### src/rtl/shifter_pkg.sv
// ---------------------------------------------------------------------------
// shifter_pkg
//   Shared definitions for pipelined_shifter and its register slice:
//   - control encodings for the five shift modes plus pass-through
//   - log2 helper used to size the shift-amount field
//   - regAfterStep(): decides where the pipeline registers sit
//
//   Optional feature macro used by the design: SHIFTER_FLAGS_EN
// ---------------------------------------------------------------------------
package shifter_pkg;

  // Values 3'b110 and 3'b111 are unnamed and behave like SHIFTER_PASS.
  typedef enum logic [2:0] {
    SHIFTER_SLL  = 3'b000,
    SHIFTER_SRL  = 3'b001,
    SHIFTER_SRA  = 3'b010,
    SHIFTER_ROR  = 3'b011,
    SHIFTER_ROL  = 3'b100,
    SHIFTER_PASS = 3'b101
  } shiftOpT;

  localparam int SHIFTER_MAX_WIDTH = 64;
  localparam int SHIFTER_MAX_LOG2  = $clog2(SHIFTER_MAX_WIDTH);

  // Number of shift-amount bits (and rotate stages) for a data width.
  function automatic int shiftLog2(input int width);
    return $clog2(width);
  endfunction

  // The datapath is a chain of numSteps combinational steps
  // (log2(WIDTH) rotate steps followed by the mask step). Register j of
  // pipeStages sits after floor(j*numSteps/(pipeStages+1)) steps, which
  // spreads the registers evenly and never places one after the mask step,
  // so the output is always the mask step driven by the last register.
  function automatic bit regAfterStep(input int step, input int pipeStages,
                                      input int numSteps);
    bit hit;
    hit = 1'b0;
    for (int j = 1; j <= pipeStages; j++) begin
      if ((j * numSteps) / (pipeStages + 1) == step + 1) hit = 1'b1;
    end
    return hit;
  endfunction

endpackage

### src/rtl/shifter_pipe_reg.sv
// ---------------------------------------------------------------------------
// shifter_pipe_reg
//   One valid/ready register slice. Loads when empty or when the downstream
//   side takes the current contents, so a full pipe of slices sustains one
//   transfer per cycle and never inserts bubbles while stalled.
//
//   Ports:
//     clock, resetN        rising-edge clock, asynchronous active-low reset
//     inValid / inReady    upstream handshake (inReady is this slice's load)
//     inData               payload from upstream
//     outValid / outReady  downstream handshake
//     outData              registered payload, stable while stalled
// ---------------------------------------------------------------------------
module shifter_pipe_reg #(
  parameter int PAYLOAD_WIDTH = 8
) (
  input  logic                     clock,
  input  logic                     resetN,
  input  logic                     inValid,
  output logic                     inReady,
  input  logic [PAYLOAD_WIDTH-1:0] inData,
  output logic                     outValid,
  input  logic                     outReady,
  output logic [PAYLOAD_WIDTH-1:0] outData
);

  logic load;

  assign load    = !outValid || outReady;
  assign inReady = load;

  // NOTE: sequential state uses non-blocking assignments so every register
  // samples the pre-edge values of its neighbours, independent of block order.
  always_ff @(posedge clock or negedge resetN) begin
    if (!resetN) begin
      outValid <= 1'b0;
      // NOTE: the payload is reset as well as the valid bit, so the visible
      // result, tag and flags read zero after reset rather than stale data.
      outData  <= '0;
    end else if (load) begin
      outValid <= inValid;
      if (inValid) outData <= inData;
    end
  end

endmodule

### src/rtl/pipelined_shifter.sv
// ---------------------------------------------------------------------------
// pipelined_shifter
//   Parametrised barrel shifter with valid/ready handshake. The value is
//   rotated right through log2(WIDTH) stages of 2^k bits, then a fill mask
//   turns the rotation into SLL/SRL/SRA. PIPE_STAGES register slices are
//   spread over the steps; with PIPE_STAGES=0 the unit is combinational.
//
//   Optional feature macro: SHIFTER_FLAGS_EN (carryOut / zeroFlag). Without
//   it both flag outputs are tied low and no flag state exists.
//
//   Ports:
//     clock, resetN        rising-edge clock, asynchronous active-low reset
//     inValid / inReady    operation offered / accepted
//     control              000 SLL, 001 SRL, 010 SRA, 011 ROR, 100 ROL,
//                          101..111 pass-through
//     operantA             value to shift
//     operantB             shift amount, low log2(WIDTH) bits used
//     inTag                opaque tag carried with the operation
//     outValid / outReady  result available / taken by the consumer
//     result, outTag       shifted value and its tag
//     carryOut, zeroFlag   last bit shifted out, result==0
// ---------------------------------------------------------------------------
module pipelined_shifter
  import shifter_pkg::*;
#(
  parameter int WIDTH       = 32,
  parameter int PIPE_STAGES = 2,
  parameter int TAG_WIDTH   = 4
) (
  input  logic                 clock,
  input  logic                 resetN,
  input  logic                 inValid,
  output logic                 inReady,
  input  logic [2:0]           control,
  input  logic [WIDTH-1:0]     operantA,
  input  logic [WIDTH-1:0]     operantB,
  input  logic [TAG_WIDTH-1:0] inTag,
  output logic                 outValid,
  input  logic                 outReady,
  output logic [WIDTH-1:0]     result,
  output logic [TAG_WIDTH-1:0] outTag,
  output logic                 carryOut,
  output logic                 zeroFlag
);

  localparam int AMT_W     = shiftLog2(WIDTH);
  localparam int NUM_STEPS = AMT_W + 1;

  // Everything a step needs to continue the operation. The carry is computed
  // up front from operantA, so operantA itself never has to travel.
  typedef struct packed {
    logic [WIDTH-1:0]     data;     // partially rotated value
    logic [WIDTH-1:0]     mask;     // 1 = keep rotated bit, 0 = fill
    logic [AMT_W-1:0]     amt;      // right-rotate amount still to apply
    logic [2:0]           control;
    logic                 msb;      // operantA[WIDTH-1], the SRA fill bit
    logic [TAG_WIDTH-1:0] tag;
`ifdef SHIFTER_FLAGS_EN
    logic                 carry;
`endif
  } stageT;

  // node[s] feeds rotate step s; node[AMT_W] feeds the mask step.
  stageT node [0:AMT_W];
  stageT comb [0:AMT_W-1];
  logic  vld  [0:AMT_W];
  logic  rdy  [0:AMT_W];

  stageT            prep;
  logic [AMT_W-1:0] amt;
  logic             unusedHighB;

  assign amt         = operantB[AMT_W-1:0];
  assign unusedHighB = ^operantB[WIDTH-1:AMT_W];

  function automatic stageT rotateStage(input stageT p, input int s);
    stageT r;
    int    sh;
    r  = p;
    sh = 1 << s;
    if (p.amt[s]) r.data = (p.data >> sh) | (p.data << (WIDTH - sh));
    return r;
  endfunction

  // -------------------------------------------------------------------------
  // Operation decode: rotate amount, fill mask and carry source.
  // Left shifts and rotates become a right rotate by (WIDTH - amt) mod WIDTH,
  // which is just the two's-complement negation in AMT_W bits.
  // -------------------------------------------------------------------------
`ifdef SHIFTER_FLAGS_EN
  logic [AMT_W-1:0] carryIdx;
  logic             carryLive;
`endif

  // NOTE: every signal written here gets a default first, so no path through
  // the case statement can leave one unassigned and infer a latch.
  always_comb begin
    prep.data    = operantA;
    prep.mask    = '1;
    prep.amt     = '0;
    prep.control = control;
    prep.msb     = operantA[WIDTH-1];
    prep.tag     = inTag;
`ifdef SHIFTER_FLAGS_EN
    carryIdx     = '0;
    carryLive    = 1'b0;
`endif
    case (control)
      SHIFTER_SLL: begin
        prep.amt  = -amt;
        prep.mask = '1 << amt;
`ifdef SHIFTER_FLAGS_EN
        carryIdx  = -amt;
        carryLive = 1'b1;
`endif
      end
      SHIFTER_SRL, SHIFTER_SRA: begin
        prep.amt  = amt;
        prep.mask = '1 >> amt;
`ifdef SHIFTER_FLAGS_EN
        carryIdx  = amt - AMT_W'(1);
        carryLive = 1'b1;
`endif
      end
      SHIFTER_ROR: begin
        prep.amt  = amt;
`ifdef SHIFTER_FLAGS_EN
        carryIdx  = amt - AMT_W'(1);
        carryLive = 1'b1;
`endif
      end
      SHIFTER_ROL: begin
        prep.amt  = -amt;
`ifdef SHIFTER_FLAGS_EN
        carryIdx  = -amt;
        carryLive = 1'b1;
`endif
      end
      default: ;  // pass-through: no rotation, full mask
    endcase
`ifdef SHIFTER_FLAGS_EN
    // For rotates the bit that wraps around is the same bit of operantA that
    // a shift would have dropped, so one index covers all four modes.
    prep.carry = carryLive && (amt != '0) && operantA[carryIdx];
`endif
  end

  assign node[0] = prep;
  assign vld[0]  = inValid;
  assign inReady = rdy[0];

  // -------------------------------------------------------------------------
  // Rotate steps with optional register slices between them.
  // -------------------------------------------------------------------------
  for (genvar s = 0; s < AMT_W; s++) begin : gStep
    assign comb[s] = rotateStage(node[s], s);

    if (regAfterStep(s, PIPE_STAGES, NUM_STEPS)) begin : gReg
      shifter_pipe_reg #(
        .PAYLOAD_WIDTH($bits(stageT))
      ) uReg (
        .clock    (clock),
        .resetN   (resetN),
        .inValid  (vld[s]),
        .inReady  (rdy[s]),
        .inData   (comb[s]),
        .outValid (vld[s+1]),
        .outReady (rdy[s+1]),
        .outData  (node[s+1])
      );
    end else begin : gWire
      assign node[s+1] = comb[s];
      assign vld[s+1]  = vld[s];
      assign rdy[s]    = rdy[s+1];
    end
  end

  if (PIPE_STAGES == 0) begin : gNoState
    logic unusedClockReset;
    assign unusedClockReset = clock ^ resetN;
  end

  // -------------------------------------------------------------------------
  // Mask step: replace the wrapped-around bits with the fill value.
  // -------------------------------------------------------------------------
  stageT            last;
  logic [WIDTH-1:0] fill;

  assign last     = node[AMT_W];
  assign fill     = (last.control == SHIFTER_SRA && last.msb) ? '1 : '0;
  assign result   = (last.data & last.mask) | (fill & ~last.mask);
  assign outTag   = last.tag;
  assign outValid = vld[AMT_W];
  assign rdy[AMT_W] = outReady;

`ifdef SHIFTER_FLAGS_EN
  assign carryOut = last.carry;
  // Gated with valid so an empty (reset) pipe reports zeroFlag=0.
  assign zeroFlag = vld[AMT_W] && (result == '0);
`else
  assign carryOut = 1'b0;
  assign zeroFlag = 1'b0;
`endif

endmodule

### config.mk
export PLATFORM = sky130hd
export DESIGN_NAME = pipelined_shifter
export DESIGN_NICKNAME = d
export VERILOG_FILES = /design/src/rtl/shifter_pkg.sv /design/src/rtl/shifter_pipe_reg.sv /design/src/rtl/pipelined_shifter.sv
export SDC_FILE = /design/constraint.sdc
export NUM_CORES = 1
export LEC_CHECK = 0
export ABC_CLOCK_PERIOD_IN_PS = 2200
export BUFFER_PORTS_ARGS = -buffer_cell sky130_fd_sc_hd__buf_2
export CAP_MARGIN = 25
export CELL_PAD_IN_SITES_DETAIL_PLACEMENT = 0
export CELL_PAD_IN_SITES_GLOBAL_PLACEMENT = 1
export CORE_ASPECT_RATIO = 2
export CORE_MARGIN = 2
export CORE_UTILIZATION = 35
export CTS_BUF_LIST = sky130_fd_sc_hd__clkbuf_16
export CTS_CLUSTER_DIAMETER = 50
export CTS_CLUSTER_SIZE = 16
export DETAILED_ROUTE_END_ITERATION = 10
export HOLD_SLACK_MARGIN = 0.03
export PLACE_DENSITY = 0.65
export SLEW_MARGIN = 30
export SYNTH_ARGS = -nofsm -noshare
export SYNTH_HDL_FRONTEND = slang
export SYNTH_SLANG_ARGS = --single-unit
### constraint.sdc
create_clock -name clock -period 2.2 [get_ports clock]
set_clock_uncertainty 0.2 [all_clocks]
set_input_delay 0.22 -clock clock [delete_from_list [all_inputs] [get_ports clock]]
set_output_delay 0.22 -clock clock [all_outputs]
set_load 0.02 [all_outputs]
==> metrics.yaml, run 1 <==
outcome:
  status: "complete, but fails checks"
  violations: "setup timing"
sta:
  slew_headroom: 0.4976
  hold_viol_final: 0
  setup_violations: 32
  slew_viol_final: 0
  fin_crit_ps: 2269
  rsz0062_at_grt: "true"
  max_freq_mhz: 440.7
  min_period_over_period: 1.031
  worstMarginPinSlew_ps: 753.6
  final_critical_path_setup_slack_ps: -68.92
logic_synthesis:
  syn_area_per_cell_sq_um: 11.17
  seq_area_frac_synth: 0.4621
  synth_area_sq_um: 8123
  netlist_instances: 727
  ys_types: 43
  yosys_warnings: 0
  ys_ff_latch: 150
route:
  vias: 6353
  avgViaCountPerCell: 5.578
  dr.pass1.iters: 5
  wl_met1_um: 8281
  routed_wl_um: 23400
  wl_per_cell_um: 20.54
  drc: 0
  antenna_left: 0
  drt-initial-drc-count: 365
  wl_met3_um: 714
  wl_met2_um: 13700
  top_layer: "met4"
clocking:
  h-tree-depth: 4
  clk_path_buf_depth: 2
  clk_latency_ps: 430
  cts_tree: "yes"
  clk_pin_slew_worst_paths_ps: 60
  numCtsBuffers: 17
  cts.sinks: 150
  cts_root_buf: "clkbuf_16"
global_routing:
  grt_pass1_wl_um: 37090
  grt_max_degree: 47
  overflow: 0
  grt_pass1_vias: 6538
  grt_use_total: 0.1991
  grt_antenna_before_repair: 0
placement:
  dp_cells: 1059
  finalWeightedCongestion: 0.8900
  port_buffers: 85
  dpl.hpwl_um: 17650
  pre_cts_ws_ps: 23.05
min_path:
  hold_path_class: "input pin to async pin"
finish:
  instances_no_fill: 1139
  diodes: 0
  drive_gt1_frac: 0.3295
  layout_commonest_cell: "dfrtp_1"
  area_delta_synth_final_pct: 26.19
  finalNetCount: 925
  mostFrequentLayoutCells: "dfrtp_1 (148), nand2_1 (89), mux2_2 (73)"
power:
  ir_drop_mv: 0.5012
  leakage_uw: 0.004494
  power.density_nw_per_um2: 1034
  finalPower_uw: 10590
setup_path:
  crit_family: "buffers and inverters"
  reg2reg_slack_ps: 410
  critPathRequiredTime_ps: 1780
  cp_max_fo: 16
  arrival_ps: 1850
  cp-start-kind: "flip-flop"
  critPathSlowestCell: "dfrtp_1"
  critPathKind: "flip-flop to output pin"
  rr_worst_depth: 3
  slowest_delay_ps: 400
  cp_num_buf_inv: 3
  worstPathCellList: "nor4bb_4 > buf_4 > buf_12 > nor2_1 > a21oi_2 > buf_6"
  crit_path_end_kind: "output pin"
  path_depth: 6
die:
  ios: 115
  start_util: 0.3572
  coreArea_sq_um: 22740
  die_area_sq_um: 24520
  die_w_um: 111.7
  rows: 78
  die_h_um: 219.4
job:
  cap_violations: 0
==> layer usage <==
metal / up-vias / global-route usage
met3: 34 / 0.03480
met1: 3241 / 0.2011
met4: 0 / 0.08642
li1: 2922 / -
met5: - / 0
met2: 156 / 0.3915
==> state kept, by name, summed over array words and instances (netlist names) <==
| signal | flops |
|---|---|
| gStep.gReg.uReg.outData | 148 |
| gStep.gReg.uReg.outValid | 2 |
==> final cells by class <==
type | instances | area [sq um]
fill | 2172 | 12490
multi-input combinational | 500 | 4088
sequential | 150 | 3756
timing repair buffer | 171 | 1484
clock buffer | 17 | 425.4
tap | 280 | 350.3
clock inverter | 15 | 123.9
inverter | 6 | 22.52
==> through the flow <==
| stage | utilization | setup TNS, ps | area, sq um | hold slack [ps] |
|---|---|---|---|---|
| 6_report | 0.4508 | -1403 | 10250 | 71.53 |
| 5_1_grt | 0.4508 | -4869 | 10250 | 92.38 |
| 4_1_cts | 0.4482 | -2224 | 10190 | 52.43 |
| 3_5_place_dp | 0.3969 | 0 | 9025 | -31.72 |
| 3_3_place_gp | 0.3969 | 0 | 9025 | -35.59 |
| 2_1_floorplan | - | 0 | 8127 | -275.6 |
==> cells in the mapped netlist <==
master / number / share of area
o21a_1: 7 / 0.0065
a21o_1: 2 / 0.0018
o311a_1: 1 / 0.0012
conb_1: 1 / 0.00046
nand3_1: 3 / 0.0018
maj3_1: 1 / 0.0012
nand4_1: 2 / 0.0015
and3_1: 2 / 0.0015
nor2_1: 49 / 0.023
o221ai_1: 32 / 0.035
inv_1: 6 / 0.0028
o2111ai_1: 1 / 0.0011
buf_1: 7 / 0.0032
o21ai_1: 9 / 0.0055
o22a_1: 1 / 0.0011
mux2_2: 73 / 0.10
nand3b_1: 1 / 0.00092
ha_1: 4 / 0.0062
a221oi_1: 17 / 0.018
mux2i_1: 64 / 0.079
buf_6: 6 / 0.0083
o211ai_1: 6 / 0.0055
nor4bb_1: 1 / 0.0012
o21ai_0: 24 / 0.015
clkbuf_1: 39 / 0.018
a211o_1: 1 / 0.0011
mux4_2: 32 / 0.089
buf_2: 14 / 0.0086
a31oi_1: 5 / 0.0039
o31ai_1: 4 / 0.0037
nand2_1: 91 / 0.042
xnor2_1: 1 / 0.0011
nand2b_1: 5 / 0.0039
a21oi_1: 45 / 0.028
nor2b_1: 1 / 0.00077
o311ai_0: 2 / 0.0022
or3b_1: 1 / 0.0011
nor3_1: 4 / 0.0025
and2_1: 3 / 0.0023
dfrtp_1: 150 / 0.46
or4_1: 1 / 0.00092
or2_1: 2 / 0.0015
buf_4: 6 / 0.0055
==> cells by family after synthesis <==
kind of cell / count (synthesis) / synth area share
muxes: 169 / 0.2688
xor gates and xnor gates: 1 / 0.001078
DFF: 150 / 0.4621
buffers and inverters: 78 / 0.04652
AOI/OAI and AO/OA: 157 / 0.1289
adders and majority gates: 5 / 0.007394
other: 1 / 0.0004617
and+or+nand+nor: 166 / 0.08472
==> path summary, 6_finish.rpt <==
kind | from | to
max | gStep[3].gReg.uReg.outData[5] | result[11]
min | resetN | gStep[3].gReg.uReg.outData[40]
max reg2reg | gStep[1].gReg.uReg.outData[10] | gStep[3].gReg.uReg.outData[50]
min reg2reg | gStep[1].gReg.uReg.outData[6] | gStep[1].gReg.uReg.outData[6]
max in group asynchronous | resetN | gStep[1].gReg.uReg.outData[68]
min in group clock | control[1] | gStep[1].gReg.uReg.outData[21]
==> timing repair <==
| item | 4_1_cts | 5_1_grt |
|---|---|---|
| hold endpoints to repair | 195 | 0 |
| setup endpoints to repair | 32 | 34 |
| hold buffers | 44 | 0 |
| gates resized for setup | 45 | 15 |
| cloned | 1 | 0 |
| buffers inserted | 3 | 0 |
| pin swaps | 1 | 0 |
==> worst register-to-register path: stages, from the launching register on <==
cell and delay [ps]:
dfrtp_2 370, buf_12 230, mux4_2 600, mux2_2 270
==> where the power goes <==
group          internal, uW  leakage (uW)  switching [uW]  total (uW)
clock                  1630      0.000284            1120        2750
combinational          1880       0.00246            1920        3810
sequential             3430       0.00175             601        4040
total                  6950       0.00449            3650       10600
Power figures use the tool's default switching activity.
==> run 2, diff against run 1 <==
- ABC_AREA: default -> 1
- PLACE_DENSITY: 0.65 -> 0.7
- SLEW_MARGIN: 30 -> 0
==> metrics.yaml, run 2 <==
outcome:
  status: "complete, but fails checks"
  violations: "DRC"
logic_synthesis:
  netlist_instances: 1160  # +60%
  syn_area_per_cell_sq_um: 7.174  # -36%
  synth_common_cells: "nand2_1 (337), dfrtp_1 (150), nand3_1 (139), o21ai_0 (135), nor2_1 (106)"
  ys_ff_latch: 150  # unchanged
  netlist_top_cells_area: "dfrtp_1 (45%), nand2_1 (15%), nand3_1 (8.4%)"
  async_flop_share: 1.000  # unchanged
  synth_top_cell_area_share: 0.4511  # -0.01105
  synth.most_common_cell: "nand2_1"
  synth_flop_cell: "dfrtp_1"
  ys_types: 32  # -26%
  seq_area_frac_synth: 0.4511  # -0.01105
  yosys_warnings: 0  # unchanged
  synth_edf_count: 0  # unchanged
  yosys.area.top_type: "dfrtp_1"
  synth_area_sq_um: 8322  # +2.4%
sta:
  final_critical_path_setup_slack_ps: 32.96  # +101.9 ps
  slew_headroom: 0.5866  # +0.08904
  hold_viol_final: 0  # unchanged
  min_period_over_period: 0.9850  # -0.04631
  rsz0062_at_grt: "true"
  worstMarginPinSlew_ps: 617.9  # -135.8 ps
  setup_violations: 0  # -100%
  max_freq_mhz: 461.5  # +4.7%
  finalHoldWorstSlack_ps: 59.99  # -11.54 ps
  fin_crit_ps: 2167  # -101.9 ps
  slew_viol_final: 0  # unchanged
global_routing:
  grt.met1_usage: 0.2640  # +0.06291
  use_met3: 0.03280  # -0.001992
  top_usage_layer: "met2"
  overflow: 0  # unchanged
  grt_pass1_wl_um: 42660  # +15%
  grt_max_degree: 74  # +57%
  grt_antenna_before_repair: 0  # unchanged
  grt_pass1_vias: 7831  # +20%
  grt_use_met2: 0.3917  # about the same
  grt_use_total: 0.2197  # +0.02066
power:
  finalPower_uw: 10310  # -2.7%
  power.density_nw_per_um2: 1022  # -1.1%
  ir_drop_mv: 0.5586  # +11%
  leakage_uw: 0.004864  # +8.2%
finish:
  seqCellArea_sq_um: 3754  # about the same
  largest_register_ffs: 148  # unchanged
  reg_top3: "gStep.gReg.uReg.outData (148), gStep.gReg.uReg.outValid (2)"
  design_area_sq_um: 10090  # -1.6%
  area_delta_synth_final_pct: 21.23
  layout_commonest_cell: "nand2_1"
  multi_input_area_sq_um: 3891  # -4.8%
  mostFrequentLayoutCells: "nand2_1 (337), dfrtp_1 (150), nand3_1 (139)"
  largest-register: "gStep.gReg.uReg.outData"
  finalNetCount: 1334  # +44%
  diodes: 0  # unchanged
  nFillCells: 2451  # +13%
  drive_gt1_frac: 0.1309  # -0.1985
setup_path:
  critPathKind: "flip-flop to output pin"
  crit_family: "compound AO/OA/AOI/OAI gates"
  arrival_ps: 1750  # -100 ps
  cp_num_buf_inv: 2  # -1
  cp-start-kind: "flip-flop"
  worstPathCellList: "buf_12 > o21ai_1 > nand2_1 > o21ai_0 > buf_2"
  cp_max_fo: 53  # +37
  slowest_delay_ps: 400  # about the same
  critPathSlowestCell: "dfrtp_1"
  crit_path_end_kind: "output pin"
  critPathRequiredTime_ps: 1780  # about the same
clocking:
  clk_pin_slew_worst_paths_ps: 60  # about the same
  numCtsBuffers: 17  # unchanged
  cts_root_buf: "clkbuf_16"
  clk_latency_ps: 440  # about the same
  h-tree-depth: 4  # unchanged
  clk_path_buf_depth: 2  # unchanged
  cts.sinks: 150  # unchanged
  cts_setup_buffers: 0  # -3
  cts_tree: "yes"
route:
  drc: 8  # +8
  dr.pass1.iters: 8  # +3
  vias: 7970  # +25%
  wl_per_cell_um: 17.25  # -16%
  avgViaCountPerCell: 5.139  # -7.9%
  drt-initial-drc-count: 628  # +72%
  antenna_left: 0  # unchanged
  routed_wl_um: 26750  # +14%
placement:
  finalWeightedCongestion: 0.8827  # -0.82%
  dpl.hpwl_um: 19550  # +11%
  pre_cts_ws_ps: 200.9  # +177.9 ps
  port_buffers: 85  # unchanged
  dpl-instance-area_sq_um: 9030  # about the same
min_path:
  hold_path_class: "input pin to flip-flop"
die:
  die_w_um: 113.0  # +1.2%
  coreArea_sq_um: 23330  # +2.6%
  die_area_sq_um: 25100  # +2.4%
  die_h_um: 222.1  # +1.2%
  ios: 115  # unchanged
  start_util: 0.3567  # -0.0004768
  rows: 79  # +1.3%
job:
  cap_violations: 0  # unchanged
## run 2: changes by cell type in the layout (fill, tap and decap cells not counted), moves of 58 or more
cell / change
nor2_1: +58
o21ai_0: +92
nand2_1: +248
mux2_2: -73
mux2i_1: -64
nand3_1: +136
inv_1: +64
## run 2: worst paths after layout
| check | from | end | slack (ps) | cells past startpoint |
|---|---|---|---|---|
| hold reg to reg | gStep[1].gReg.uReg.outData[22] | gStep[3].gReg.uReg.outData[22] | 270 | 2 |
| max in group asynchronous | resetN | gStep[3].gReg.uReg.outData[49] | 1090 | 3 |
| setup reg to reg | gStep[3].gReg.uReg.outValid | gStep[1].gReg.uReg.outData[25] | 250 | 6 |
| min in group asynchronous | resetN | gStep[1].gReg.uReg.outData[22] | 70 | 2 |
| hold / removal | operantB[0] | gStep[1].gReg.uReg.outData[11] | 60 | 6 |
| setup / recovery | gStep[3].gReg.uReg.outData[12] | result[14] | 30 | 5 |
## run 2: metrics by stage
stage                     TNS (ps)  cells    util
after floorplan                  0   1161       -
after global placement           0   1477  0.3871
after detailed placement         0   1477  0.3871
after CTS                   -134.4   1551  0.4316
after global routing        -75.61   1551  0.4325
final                            0   1551  0.4325
## run 2: power by group
part	total (uW)	switching (uW)	leakage (uW)	internal (uW)
combinational	3300	2190	0.00280	1120
sequential	3930	492	0.00176	3440
clock	3080	1190	0.000307	1880
total	10300	3870	0.00486	6440
## run 2: area by class of cell
class                      count  share of cell area
multi-input combinational    853              0.3857
timing repair buffer         157              0.1181
sequential                   150              0.3721
clock inverter                15             0.01860
clock buffer                  17             0.04217
tap                          283             0.03510
inverter                      76             0.02828
## run 2: cells by family after synthesis
| family | count (synthesis) | share of synthesized area |
|---|---|---|
| DFF | 150 | 0.4511 |
| other | 1 | 0.0004506 |
| adders and majority gates | 4 | 0.006014 |
| AOI/OAI and AO/OA | 251 | 0.1621 |
| buffers and inverters | 158 | 0.08405 |
| and+or+nand+nor | 596 | 0.2963 |
## run 2: timing repair
item,CTS,global route
hold endpoints to repair,193,0
setup endpoints to repair,12,20
hold buffers,42,0
resized for setup,10,16
## run 2: layer usage
layer,wire (um),part of all wire,vias to the layer above
met2,14050,0.53,213
met4,804,0.030,0
met1,10920,0.41,3726
met5,0,0,-
li1,-,-,4001
met3,977,0.037,30
## run 2: tightest hold or removal path: cells and delay by family
kind            cells  cell delay [ps]
simple gates        3              240
buf+inv             2              140
compound gates      1               60
==> run 3, diff against run 2 <==
- ABC_CLOCK_PERIOD_IN_PS: 2200 -> 2400
- RECOVER_POWER: default -> 100
- clock period: 2.2 -> 2.4 ns (I/O delays scaled with it)
==> metrics.yaml, run 3 (synthesis gave the netlist of run 2 again) <==
setup_path:
  timing.rr.start: "gStep[3].gReg.uReg.outValid"
  critPathKind: "flip-flop to output pin"
  rr_worst_depth: 6  # unchanged
  crit_path_end_kind: "output pin"
  cp-start-kind: "flip-flop"
  arrival_ps: 1840  # +90 ps
  worstReg2RegEnd: "gStep[1].gReg.uReg.outData[34]"
  cp_max_fo: 32  # -40%
  critPathRequiredTime_ps: 1960  # +180 ps
  reg2reg_slack_ps: 270  # +20 ps
sta:
  setup_violations: 0  # unchanged
  max_freq_mhz: 439.2
  rsz0062_at_grt: "false"
  worstMarginPinSlew_ps: 1157  # +539.1 ps
  setup-tns-final_ps: 0  # unchanged
  slew_viol_final: 0  # unchanged
  min_period_over_period: 0.9487
  hold_viol_final: 0  # unchanged
  slew_headroom: 0.2287  # -0.3579
  fin_crit_ps: 2277
clocking:
  clk_latency_ps: 430  # about the same
  cts.sinks: 150  # unchanged
  cts_tree: "yes"
  cts_root_buf: "clkbuf_16"
  clk_path_buf_depth: 2  # unchanged
  h-tree-depth: 4  # unchanged
  clk_pin_slew_worst_paths_ps: 60  # about the same
  numCtsBuffers: 17  # unchanged
  cts_setup_buffers: 0  # unchanged
min_path:
  hold_path_class: "input pin to flip-flop"
  hold_start: "operantA[5]"
  whs_path_depth: 5  # -1
  min_to: "gStep[1].gReg.uReg.outData[48]"
global_routing:
  grt_use_total: 0.2123  # -0.007376
  grt_pass1_vias: 7653  # -2.3%
  grt_antenna_before_repair: 0  # unchanged
  grt_max_degree: 74  # unchanged
  grt_pass1_wl_um: 41360  # -3.1%
  overflow: 0  # unchanged
placement:
  finalWeightedCongestion: 0.8372  # -5.2%
  dpl.hpwl_um: 18480  # -5.4%
  port_buffers: 85  # unchanged
die:
  coreArea_sq_um: 23330  # unchanged
  ios: 115  # unchanged
  die_w_um: 113.0  # unchanged
  die_h_um: 222.1  # unchanged
  start_util: 0.3567  # unchanged
  die_area_sq_um: 25100  # unchanged
  rows: 79  # unchanged
route:
  antenna_left: 0  # unchanged
  dr.pass1.iters: 8  # unchanged
  routed_wl_um: 25970  # -2.9%
  avgViaCountPerCell: 5.140  # about the same
  drc: 8  # unchanged
  wl_per_cell_um: 16.92  # -1.9%
  drt-initial-drc-count: 502  # -20%
  vias: 7890  # -1.0%
outcome:
  violations: "DRC"
  status: "complete, but fails checks"
finish:
  finalNetCount: 1318  # -1.2%
  largest_register_ffs: 148  # unchanged
  reg_top3: "gStep.gReg.uReg.outData (148), gStep.gReg.uReg.outValid (2)"
  mostFrequentLayoutCells: "nand2_1 (340), dfrtp_1 (150), o21ai_0 (143)"
  largest-register: "gStep.gReg.uReg.outData"
  area_delta_synth_final_pct: 16.87
  diodes: 0  # unchanged
  drive_gt1_frac: 0.09665  # -0.03427
  layout_commonest_cell: "nand2_1"
power:
  finalPower_uw: 8920  # -13%
  leakage_uw: 0.004588  # -5.7%
  ir_drop_mv: 0.5233  # -6.3%
  power.density_nw_per_um2: 917.2  # -10%
job:
  cap_violations: 0  # unchanged
==> run 3: cell count changes in the layout (fill, tap and decap cells not counted), sizes merged <==
cell,before,now
bufinv,4,1
inv,81,77
buf,115,66
clkinv,4,6
clkinvlp,2,7
clkbuf,17,57
dlygate4sd3,42,35
==> run 3: worst max path at each step <==
stage,startpoint,end,slack (ps),cells after the start
floorplan,gStep[3].gReg.uReg.outValid,gStep[1].gReg.uReg.outData[45],710,7
global placement,gStep[3].gReg.uReg.outData[12],result[7],340,5
detailed placement,gStep[3].gReg.uReg.outData[12],result[7],350,5
CTS,gStep[3].gReg.uReg.outData[7],result[15],40,5
global route,gStep[3].gReg.uReg.outData[7],result[23],20,5
finish,gStep[3].gReg.uReg.outData[7],result[30],120,5
==> run 3: per-layer routing <==
layer | up-vias | track usage | share of wire
li1 | 3958 | - | -
met5 | - | 0 | 0
met2 | 186 | 0.3742 | 0.51
met3 | 28 | 0.03171 | 0.035
met4 | 0 | 0.07907 | 0.033
met1 | 3718 | 0.2590 | 0.42
==> run 3: through the flow <==
step	std cells	hold WS [ps]	worst slack [ps]	util	instance area [sq um]
3_5_place_dp	1468	-6.723	345.5	0.3821	8912
3_3_place_gp	1468	-12.67	340.8	0.3821	8912
2_1_floorplan	1161	-255.6	714.5	-	8325
6_report	1535	42.79	123.1	0.4169	9726
5_1_grt	1535	66.62	24.14	0.4169	9726
4_1_cts	1535	37.49	36.97	0.4202	9803
==> run 3: timing repair <==
| action | 4_1_cts | 5_1_grt |
|---|---|---|
| gates resized for setup | 1 | 3 |
| cloned | 0 | 0 |
| hold buffers | 35 | 0 |
| endpoints found under the setup margin | 1 | 3 |
| endpoints found under the hold margin | 187 | 0 |
==> run 3: worst max-delay path, cell delays in order, from the launching register on <==
cell and delay [ps]:
dfrtp_1 390, nor2_1 110, nand3_1 70, buf_4 250, o21ai_0 310, clkbuf_1 270
==> run 3: cell type report <==
type / instances / area [sq um]
repair buffers: 141 / 940.9
clock buffers: 17 / 425.4
well taps: 283 / 354.1
inverters: 76 / 285.3
multi-input cells: 853 / 3851
fillers: 2531 / 13600
flip-flops and latches: 150 / 3754
clock inverters: 15 / 115.1
==> run 3: power breakdown <==
group          internal, uW  switching [uW]
Combinational           899            1970
Sequential             3150             432
Clock                  1400            1070
